==> src/rtl/wtu_pkg.sv <==
// Shared definitions for the forward and inverse Haar wavelet stages:
// default coefficient width, inverse-stage FSM encoding and saturation bounds.
package wtu_pkg;

    localparam int unsigned WTU_WIDTH = 24;

    typedef enum logic [1:0] {
        IDLE  = 2'd0,
        OUT_A = 2'd1,
        OUT_B = 2'd2
    } iwtu_state_t;

    // Two's-complement limits at the default width
    localparam logic signed [WTU_WIDTH-1:0] WTU_SAT_MAX = {1'b0, {(WTU_WIDTH-1){1'b1}}};
    localparam logic signed [WTU_WIDTH-1:0] WTU_SAT_MIN = {1'b1, {(WTU_WIDTH-1){1'b0}}};

endpackage

==> src/rtl/iwtu_recon.sv <==
// Combinational Haar reconstruction: saturated lp+hp and lp-hp with clip flags.
module iwtu_recon
    import wtu_pkg::*;
#(
    parameter int unsigned WIDTH = WTU_WIDTH
) (
    input  logic signed [WIDTH-1:0] i_lp,
    input  logic signed [WIDTH-1:0] i_hp,
    output logic signed [WIDTH-1:0] o_sum,
    output logic signed [WIDTH-1:0] o_diff,
    output logic                    o_sum_clip,
    output logic                    o_diff_clip
);

    localparam logic signed [WIDTH-1:0] SAT_MAX = {1'b0, {(WIDTH-1){1'b1}}};
    localparam logic signed [WIDTH-1:0] SAT_MIN = {1'b1, {(WIDTH-1){1'b0}}};

    logic signed [WIDTH:0] w_lp_ext;
    logic signed [WIDTH:0] w_hp_ext;
    logic signed [WIDTH:0] w_sum_ext;
    logic signed [WIDTH:0] w_diff_ext;

    assign w_lp_ext   = {i_lp[WIDTH-1], i_lp};
    assign w_hp_ext   = {i_hp[WIDTH-1], i_hp};
    assign w_sum_ext  = w_lp_ext + w_hp_ext;
    assign w_diff_ext = w_lp_ext - w_hp_ext;

    // One guard bit suffices: overflow shows as the top two bits disagreeing
    assign o_sum_clip  = w_sum_ext[WIDTH] ^ w_sum_ext[WIDTH-1];
    assign o_diff_clip = w_diff_ext[WIDTH] ^ w_diff_ext[WIDTH-1];

    assign o_sum  = o_sum_clip  ? (w_sum_ext[WIDTH]  ? SAT_MIN : SAT_MAX) : w_sum_ext[WIDTH-1:0];
    assign o_diff = o_diff_clip ? (w_diff_ext[WIDTH] ? SAT_MIN : SAT_MAX) : w_diff_ext[WIDTH-1:0];

endmodule

==> src/rtl/iwtu_stream.sv <==
// Streaming inverse Haar unit: accepts (lp,hp) pairs and emits lp+hp then lp-hp
// serially on a registered valid/ready port, with a sticky saturation flag.
module iwtu_stream
    import wtu_pkg::*;
#(
    parameter int unsigned WIDTH = WTU_WIDTH
) (
    input  logic                    clk,
    input  logic                    rst,
    input  logic                    in_valid,
    output logic                    in_ready,
    input  logic signed [WIDTH-1:0] lp,
    input  logic signed [WIDTH-1:0] hp,
    output logic                    out_valid,
    input  logic                    out_ready,
    output logic signed [WIDTH-1:0] out_sample,
    output logic                    out_first,
    output logic                    sat
);

    iwtu_state_t r_state, w_state_nxt;

    logic signed [WIDTH-1:0] r_sample, w_sample_nxt;
    logic signed [WIDTH-1:0] r_hold,   w_hold_nxt;
    logic                    r_valid,  w_valid_nxt;
    logic                    r_first,  w_first_nxt;
    logic                    r_sat,    w_sat_nxt;

    logic signed [WIDTH-1:0] w_sum;
    logic signed [WIDTH-1:0] w_diff;
    logic                    w_sum_clip;
    logic                    w_diff_clip;
    logic                    w_accept;

    iwtu_recon #(
        .WIDTH (WIDTH)
    ) u_recon (
        .i_lp        (lp),
        .i_hp        (hp),
        .o_sum       (w_sum),
        .o_diff      (w_diff),
        .o_sum_clip  (w_sum_clip),
        .o_diff_clip (w_diff_clip)
    );

    // OUT_B bypass lets a new pair land in the same cycle B is consumed
    assign in_ready = !rst && ((r_state == IDLE) || ((r_state == OUT_B) && out_ready));
    assign w_accept = in_valid && in_ready;

    always_comb begin
        w_state_nxt  = r_state;
        w_sample_nxt = r_sample;
        w_hold_nxt   = r_hold;
        w_valid_nxt  = r_valid;
        w_first_nxt  = r_first;
        w_sat_nxt    = r_sat || (w_accept && (w_sum_clip || w_diff_clip));

        unique case (r_state)
            IDLE: begin
                if (w_accept) begin
                    w_state_nxt  = OUT_A;
                    w_sample_nxt = w_sum;
                    w_hold_nxt   = w_diff;
                    w_valid_nxt  = 1'b1;
                    w_first_nxt  = 1'b1;
                end
            end
            OUT_A: begin
                if (out_ready) begin
                    w_state_nxt  = OUT_B;
                    w_sample_nxt = r_hold;
                    w_first_nxt  = 1'b0;
                end
            end
            OUT_B: begin
                if (out_ready) begin
                    if (w_accept) begin
                        w_state_nxt  = OUT_A;
                        w_sample_nxt = w_sum;
                        w_hold_nxt   = w_diff;
                        w_first_nxt  = 1'b1;
                    end else begin
                        w_state_nxt  = IDLE;
                        w_valid_nxt  = 1'b0;
                    end
                end
            end
            default: begin
                w_state_nxt = IDLE;
                w_valid_nxt = 1'b0;
                w_first_nxt = 1'b0;
            end
        endcase
    end

    always_ff @(posedge clk) begin
        if (rst) begin
            r_state  <= IDLE;
            r_sample <= '0;
            r_hold   <= '0;
            r_valid  <= 1'b0;
            r_first  <= 1'b0;
            r_sat    <= 1'b0;
        end else begin
            r_state  <= w_state_nxt;
            r_sample <= w_sample_nxt;
            r_hold   <= w_hold_nxt;
            r_valid  <= w_valid_nxt;
            r_first  <= w_first_nxt;
            r_sat    <= w_sat_nxt;
        end
    end

    assign out_valid  = r_valid;
    assign out_sample = r_sample;
    assign out_first  = r_first;
    assign sat        = r_sat;

endmodule
==> config.mk <==
export PLATFORM = sky130hd
export DESIGN_NAME = iwtu_stream
export DESIGN_NICKNAME = d
export VERILOG_FILES = /design/src/rtl/wtu_pkg.sv /design/src/rtl/iwtu_recon.sv /design/src/rtl/iwtu_stream.sv
export SDC_FILE = /design/constraint.sdc
export NUM_CORES = 1
export LEC_CHECK = 0
export CAP_MARGIN = 10
export CORE_MARGIN = 3
export CORE_UTILIZATION = 53
export CTS_BUF_LIST = sky130_fd_sc_hd__clkbuf_4 sky130_fd_sc_hd__clkbuf_8
export DETAILED_ROUTE_END_ITERATION = 16
export PLACE_DENSITY_LB_ADDON = 0.12
export REMOVE_ABC_BUFFERS = 1
export SKIP_LAST_GASP = 1
export SLEW_MARGIN = 20
export SYNTH_ARGS = -nofsm -noshare
export SYNTH_HDL_FRONTEND = slang
export SYNTH_HIERARCHICAL = 1
export SYNTH_SLANG_ARGS = --single-unit
export TNS_END_PERCENT = 20
==> constraint.sdc <==
create_clock -name clk -period 3.1 [get_ports clk]
set_input_delay 0.62 -clock clk [delete_from_list [all_inputs] [get_ports clk]]
set_output_delay 0.62 -clock clk [all_outputs]
set_load 0.005 [all_outputs]
==> flow_metrics.py, run 1 <==
metrics = {
    "run_status": {
        "status": "complete, but fails checks",
        "violations": "negative setup slack",
    },
    "placement": {
        "portBuffers": 79,
        "dp_hpwl_um": 16500,
        "gp_congestion": 0.910,
        "post-place-ws_ns": -1.04,
    },
    "synth": {
        "synth_area_leaders": "dfxtp_1 (17%), ha_1 (9.4%), xnor2_1 (4.7%), o31ai_1 (4.6%), a21oi_1 (4.5%)",
        "synthArstFlopShare_pct": 0,
        "synth_top_area_share_pct": 16.6,
        "synth.most_common_cell": "nor2_1",
        "ys_seq_area_share_pct": 16.6,
        "syn_avg_cell_area_um2": 7.80,
        "ys.flop_type": "dfxtp_1",
        "yosys-top-cells-count": "nor2_1 (63), a21oi_1 (58), dfxtp_1 (53)",
        "yosys_warnings": 6,
        "yosys.area.top_type": "dfxtp_1",
        "syn_inst": 819,
        "synth-edff-count": 0,
        "synth-seq-cells": 53,
        "synth_cell_type_count": 83,
        "netlist_area_um2": 6390,
    },
    "power": {
        "ir_worst_vdd_v": 0.000196,
        "leakage_nw": 4.31,
        "powerDensity_nw_per_um2": 366,
    },
    "floorplan": {
        "num_rows": 39,
        "initial_utilization_pct": 55.0,
        "die_w_um": 116,
        "die_h_um": 116,
        "die_area_um2": 13400,
        "core_um2": 11600,
        "io_pins": 80,
    },
    "clock_tree": {
        "cts.sinks": 53,
        "clock_tree.root_cell": "clkbuf_8",
        "clk_latency_ns": 0.32,
        "cts_buffers": 5,
        "cts_tree": "built",
        "ctsHoldBuffers": 0,
        "clk_pin_slew_worst_paths_ns": 0.10,
        "clock_path_buffers": 2,
        "ctsHtreeMaxLevel": 2,
    },
    "critical_path": {
        "r2r_slack_ns": 1.35,
        "r2r-start": "r_state[0]",
        "cp-endpoint": "r_hold[10]",
        "critPathSlowestCell": "nor4_4",
        "critPathCaptureType": "flip-flop",
        "critPathTopFamily": "compound AO/OA/AOI/OAI gates",
        "slowest_delay_ns": 0.34,
        "rr_worst_depth": 4,
        "arrival_ns": 3.54,
        "worstReg2RegEnd": "out_sample[14]",
        "startpoint_type": "primary input",
        "startpoint": "lp[11]",
        "critical_path.most_common_cell": "buf_6",
        "crit_fanout": 5,
        "path_cells": "clkdlybuf4s15_2 > ha_4 > buf_6 > nand4_4 > nor4_4 > o31a_4 > o311ai_4 > a211oi_4 > nor3_4 > buf_6 > mux2_4 > nor2_1 > nand4_1 > a21oi_1",
        "required_ns": 3.32,
        "path_buf_inv": 3,
        "critical_path_depth": 14,
        "crit_type": "in2reg",
    },
    "routing": {
        "ant_nets": 0,
        "drt_iter0_drc": 1119,
        "firstDrtPassIters": 6,
        "drt_drc_violations_left": 0,
        "vias": 8259,
        "routed_via_density": 6.69,
        "routedWlPerCell_um": 22.3,
        "routed_wl_um": 27500,
    },
    "final_layout": {
        "num-fill-cells": 586,
        "layout-drive-gt1-share_pct": 44.6,
        "syn_to_final_growth_pct": 60.2,
        "nets": 1193,
        "final_util_pct": 88.1,
        "diodes": 0,
    },
    "sta": {
        "min_period_over_period_pct": 107,
        "clock_skew_ns": 0.0107,
        "slew_headroom_pct": 45.2,
        "tightest_slew_ns": 0.821,
        "setup_ws_ns": -0.219,
        "period_minus_slack_ns": 3.32,
        "setup_viol_count_final": 45,
        "drv_slew": 0,
        "hold_violations": 0,
        "timing.fmax_mhz": 301,
        "rsz0062_at_grt": "true",
    },
    "global_routing": {
        "grt_overflow": 0,
        "grt_pass1_vias": 8004,
        "grtUsageTotal_pct": 37.0,
        "grt_start_max_net_pins": 68,
        "grt_pass1_wl_um": 40400,
        "antenna_found_initial": 0,
    },
    "job": {
        "max-cap-violations": 0,
    },
    "worst_hold_path": {
        "hold_path.class": "reg2reg",
    },
}
==> how the worst min path moves through the flow <==
stage | from | endpoint | slack, ns | depth (start not counted)
finish | r_hold[21] | r_hold[21] | 0.48 | 2
global route | r_hold[23] | r_hold[23] | 0.50 | 2
CTS | r_hold[12] | r_hold[12] | 0.48 | 2
detailed placement | r_hold[3] | r_hold[3] | 0.46 | 2
global placement | sat | sat | 0.45 | 1
floorplan | r_hold[0] | r_hold[0] | 0.44 | 2
==> layer usage <==
metal	up-vias	part of all wire [%]	global-route usage [%]
li1	3623	-	-
met1	3901	38	46.1
met2	564	48	62.3
met3	171	8.3	4.96
met4	0	6.1	19.2
met5	-	0	0
==> flip-flops by register name (all words and copies together), names as in the netlist <==
signal,cells
out_first,1
out_sample,24
out_valid,1
r_hold,24
r_state,2
sat,1
==> cells in the final DEF, fill, tap and decap left out, types with 26 or more instances in the layout <==
cell	Yosys	routed
a21oi_1	58	45
a311oi_1	28	26
buf_4	11	224
buf_6	6	30
clkdlybuf4s50_1	0	34
dfxtp_1	53	53
inv_1	50	27
nand2_1	33	31
nand4_1	27	27
nor2_1	63	57
o31ai_1	39	27
xnor2_1	34	31
==> cell families after synthesis <==
kind of cell    count (synthesis)  synth area share (%)
mux                            28                  4.66
fa+ha+maj                      50                  10.0
simple gates                  216                  17.8
buf+inv                       132                  9.71
xor+xnor                       37                  5.07
compound gates                303                  36.1
flops                          53                  16.6
==> worst reg2reg max path, stage by stage (launching register included) <==
cell	delay (ns)
dfxtp_1	0.37
nor2b_2	0.38
buf_4	0.38
a311oi_1	0.20
a211oi_2	0.32
==> area by class of cell <==
type                    count  area, µm²  area share (%)
multi-input cells         635       5740            56.0
repair buffers            341       2940            28.7
flip-flops and latches     53       1060            10.4
inverters                  55        214            2.09
well taps                 143        179            1.75
clock buffers               5       68.8           0.672
clock inverters             2       35.0           0.342
==> report_power, final <==
part           switching, mW  leakage, nW  internal (mW)
clock network          0.239       0.0540          0.235
logic                   1.30         3.82           1.19
registers             0.0381        0.435          0.744
==> through the flow <==
step                hold WS (ns)  TNS [ns]  area, µm²  instances  total power, mW
floorplan                  0.442    -21.98       5980        742             1.79
detailed placement         0.464    -42.79       8430       1159             2.59
CTS                        0.478    -0.414       9870       1218             3.45
global route               0.503     -8.62      10200       1234             3.89
global placement           0.452    -39.34       8430       1159             2.54
finish                     0.482     -4.33      10200       1234             3.75
==> repair_timing <==
item,in CTS,in global routing
buffers inserted,52,17
resized for setup,256,74
cloned,4,0
endpoints found under the setup margin,49,48
pin swaps,95,59
(Power assumes the default switching activity.)
==> inputs of run 2 (changes only) <==
- CORE_MARGIN: 3 -> 5
==> run 2 against run 1 <==
  * The run still ends with negative setup slack left
  * Die area up 7.0%
  * Wire length fell by 12%
  * Worst hold slack worse by 0.0087 ns
  * Sequential power is essentially flat
  * Register-to-register slack improved by 0.16 ns
  * Sequential share of layout area grew 0.47 points
  * Critical path depth rose by 3
  * Setup slack better by 0.021 ns
  * Maximum frequency up 0.64%
  * Power shrank 7.5%
  * Via count decreased by 5.9%
  * Core utilization down 6.0 points
==> flow_metrics.py, run 2 (same netlist as run 1, synthesis figures left out) <==
metrics = {
    "run_status": {
        "status": "complete, but fails checks",
        "violations": "negative setup slack",
    },
    "routing": {
        "routed_wl_um": 24200,
        "drt_iter0_drc": 805,
        "firstDrtPassIters": 6,
        "routedWlPerCell_um": 19.9,
        "drt_drc_violations_left": 0,
        "ant_nets": 0,
        "vias": 7770,
        "routed_via_density": 6.40,
    },
    "sta": {
        "timing.fmax_mhz": 303,
        "setup_viol_count_final": 34,
        "drv_slew": 0,
        "rsz0062_at_grt": "true",
        "clock_skew_ns": 0.00351,
        "period_minus_slack_ns": 3.30,
        "slew_headroom_pct": 44.2,
        "setup_ws_ns": -0.198,
        "hold_violations": 0,
        "min_period_over_period_pct": 106,
        "tightest_slew_ns": 0.837,
    },
    "critical_path": {
        "startpoint_type": "primary input",
        "crit_type": "in2reg",
        "critPathCaptureType": "flip-flop",
        "r2r-start": "r_state[0]",
        "rr_worst_depth": 4,
        "arrival_ns": 3.48,
        "startpoint": "hp[1]",
        "crit_fanout": 8,
        "worstReg2RegEnd": "out_sample[1]",
        "required_ns": 3.28,
        "r2r_slack_ns": 1.51,
    },
    "floorplan": {
        "core_um2": 11900,
        "io_pins": 80,
        "die_area_um2": 14400,
        "initial_utilization_pct": 53.6,
        "die_w_um": 120,
        "die_h_um": 120,
        "num_rows": 40,
    },
    "power": {
        "powerDensity_nw_per_um2": 354,
        "leakage_nw": 4.14,
        "ir_worst_vdd_v": 0.000192,
    },
    "placement": {
        "placed_cell_area_um2": 8440,
        "portBuffers": 79,
        "gp_congestion": 0.967,
        "dp_hpwl_um": 16700,
    },
    "final_layout": {
        "diodes": 0,
        "layout-drive-gt1-share_pct": 40.1,
        "syn_to_final_growth_pct": 53.2,
        "final_cell_mix": "buf_4 (219), nor2_1 (59), dfxtp_1 (53)",
        "final_util_pct": 82.2,
        "nets": 1169,
        "final_common_cell": "buf_4",
        "design_area_um2": 9790,
    },
    "worst_hold_path": {
        "hp-start": "r_hold[17]",
        "hold_depth": 2,
        "hold_path.class": "reg2reg",
        "worstHoldEndpoint": "r_hold[17]",
    },
    "global_routing": {
        "grt_overflow": 0,
        "antenna_found_initial": 0,
        "grt_pass1_wl_um": 39600,
        "grt_pass1_vias": 7842,
        "grtUsageTotal_pct": 33.1,
        "grt_start_max_net_pins": 79,
    },
    "clock_tree": {
        "ctsHtreeMaxLevel": 2,
        "clk_latency_ns": 0.32,
        "clock_tree.root_cell": "clkbuf_8",
        "cts.sinks": 53,
        "cts_tree": "built",
        "cts_buffers": 5,
        "clock_path_buffers": 2,
        "ctsHoldBuffers": 0,
        "clk_pin_slew_worst_paths_ns": 0.10,
    },
    "job": {
        "max-cap-violations": 0,
    },
}
==> run 2: cell count changes in the layout (fill, tap and decap cells not counted), moves of 4 or more <==
cell / change
buf_6: -16
nand3_1: +4
inv_1: +4
buf_4: -5
o21ai_2: -6
a21oi_1: +6
o21ai_0: +4
a21oi_2: -4
clkdlybuf4s15_2: +4
nand3_2: -5
==> run 2: critical path, stage by stage <==
cell and delay [ns]:
clkdlybuf4s15_2 0.20, inv_1 0.05, ha_1 0.29, nor2b_1 0.07, o211ai_1 0.21, buf_4 0.17, nand3_4 0.09, a311oi_4 0.27
o211a_1 0.28, buf_6 0.12, buf_6 0.09, nand3_4 0.16, buf_12 0.20, o211ai_1 0.14, o31ai_4 0.12, mux2i_1 0.28
a211oi_2 0.11
==> run 2: per-layer routing <==
layer	up-vias	global-route usage [%]	share of wire (%)
li1	3576	-	-
met1	3671	41.3	40
met2	428	58.5	49
met3	95	3.86	7.4
met4	0	12.2	3.6
met5	-	0	0
==> run 2: layout make-up <==
type / count / area (µm²)
inverters: 55 / 209
flip-flops and latches: 53 / 1060
repair buffers: 318 / 2740
multi-input cells: 634 / 5500
well taps: 147 / 184
fillers: 782 / 2120
clock buffers: 6 / 82.6
clock inverters: 2 / 13.8
==> run 2: where the power goes <==
part / internal [mW] / leakage, nW / switching (mW)
clock: 0.182 / 0.0512 / 0.244
combinational: 1.10 / 3.65 / 1.16
sequential: 0.744 / 0.435 / 0.0364
total: 2.02 / 4.14 / 1.44
==> run 2: per-stage QoR <==
step / cells / total power, mW / setup TNS [ns] / setup slack [ns] / hold WS, ns
final: 1215 / 3.47 / -2.18 / -0.198 / 0.473
after global routing: 1215 / 3.65 / -8.04 / -0.267 / 0.501
after CTS: 1211 / 3.36 / -0.00784 / -0.00784 / 0.473
after detailed placement: 1162 / 2.59 / -43.58 / -1.11 / 0.459
after global placement: 1162 / 2.54 / -38.29 / -0.971 / 0.454
after floorplan: 742 / 1.79 / -21.98 / -0.831 / 0.442
==> run 2: worst max-delay path by stage <==
| stage | to | slack [ns] | cells past startpoint |
|---|---|---|---|
| after floorplan | out_sample[6] | -0.83 | 10 |
| after global placement | out_sample[12] | -0.97 | 15 |
| after detailed placement | out_sample[12] | -1.11 | 15 |
| after CTS | out_sample[10] | -0.008 | 16 |
| after global routing | out_sample[5] | -0.27 | 18 |
| final | out_sample[5] | -0.20 | 17 |
==> run 2: what timing repair did <==
| action | in CTS | in global routing |
|---|---|---|
| hold endpoints to repair | 0 | 0 |
| endpoints found under the setup margin | 49 | 49 |
| pin swaps | 67 | 18 |
| setup buffers | 41 | 4 |
| gates cloned | 5 | 0 |
| gates resized for setup | 250 | 16 |
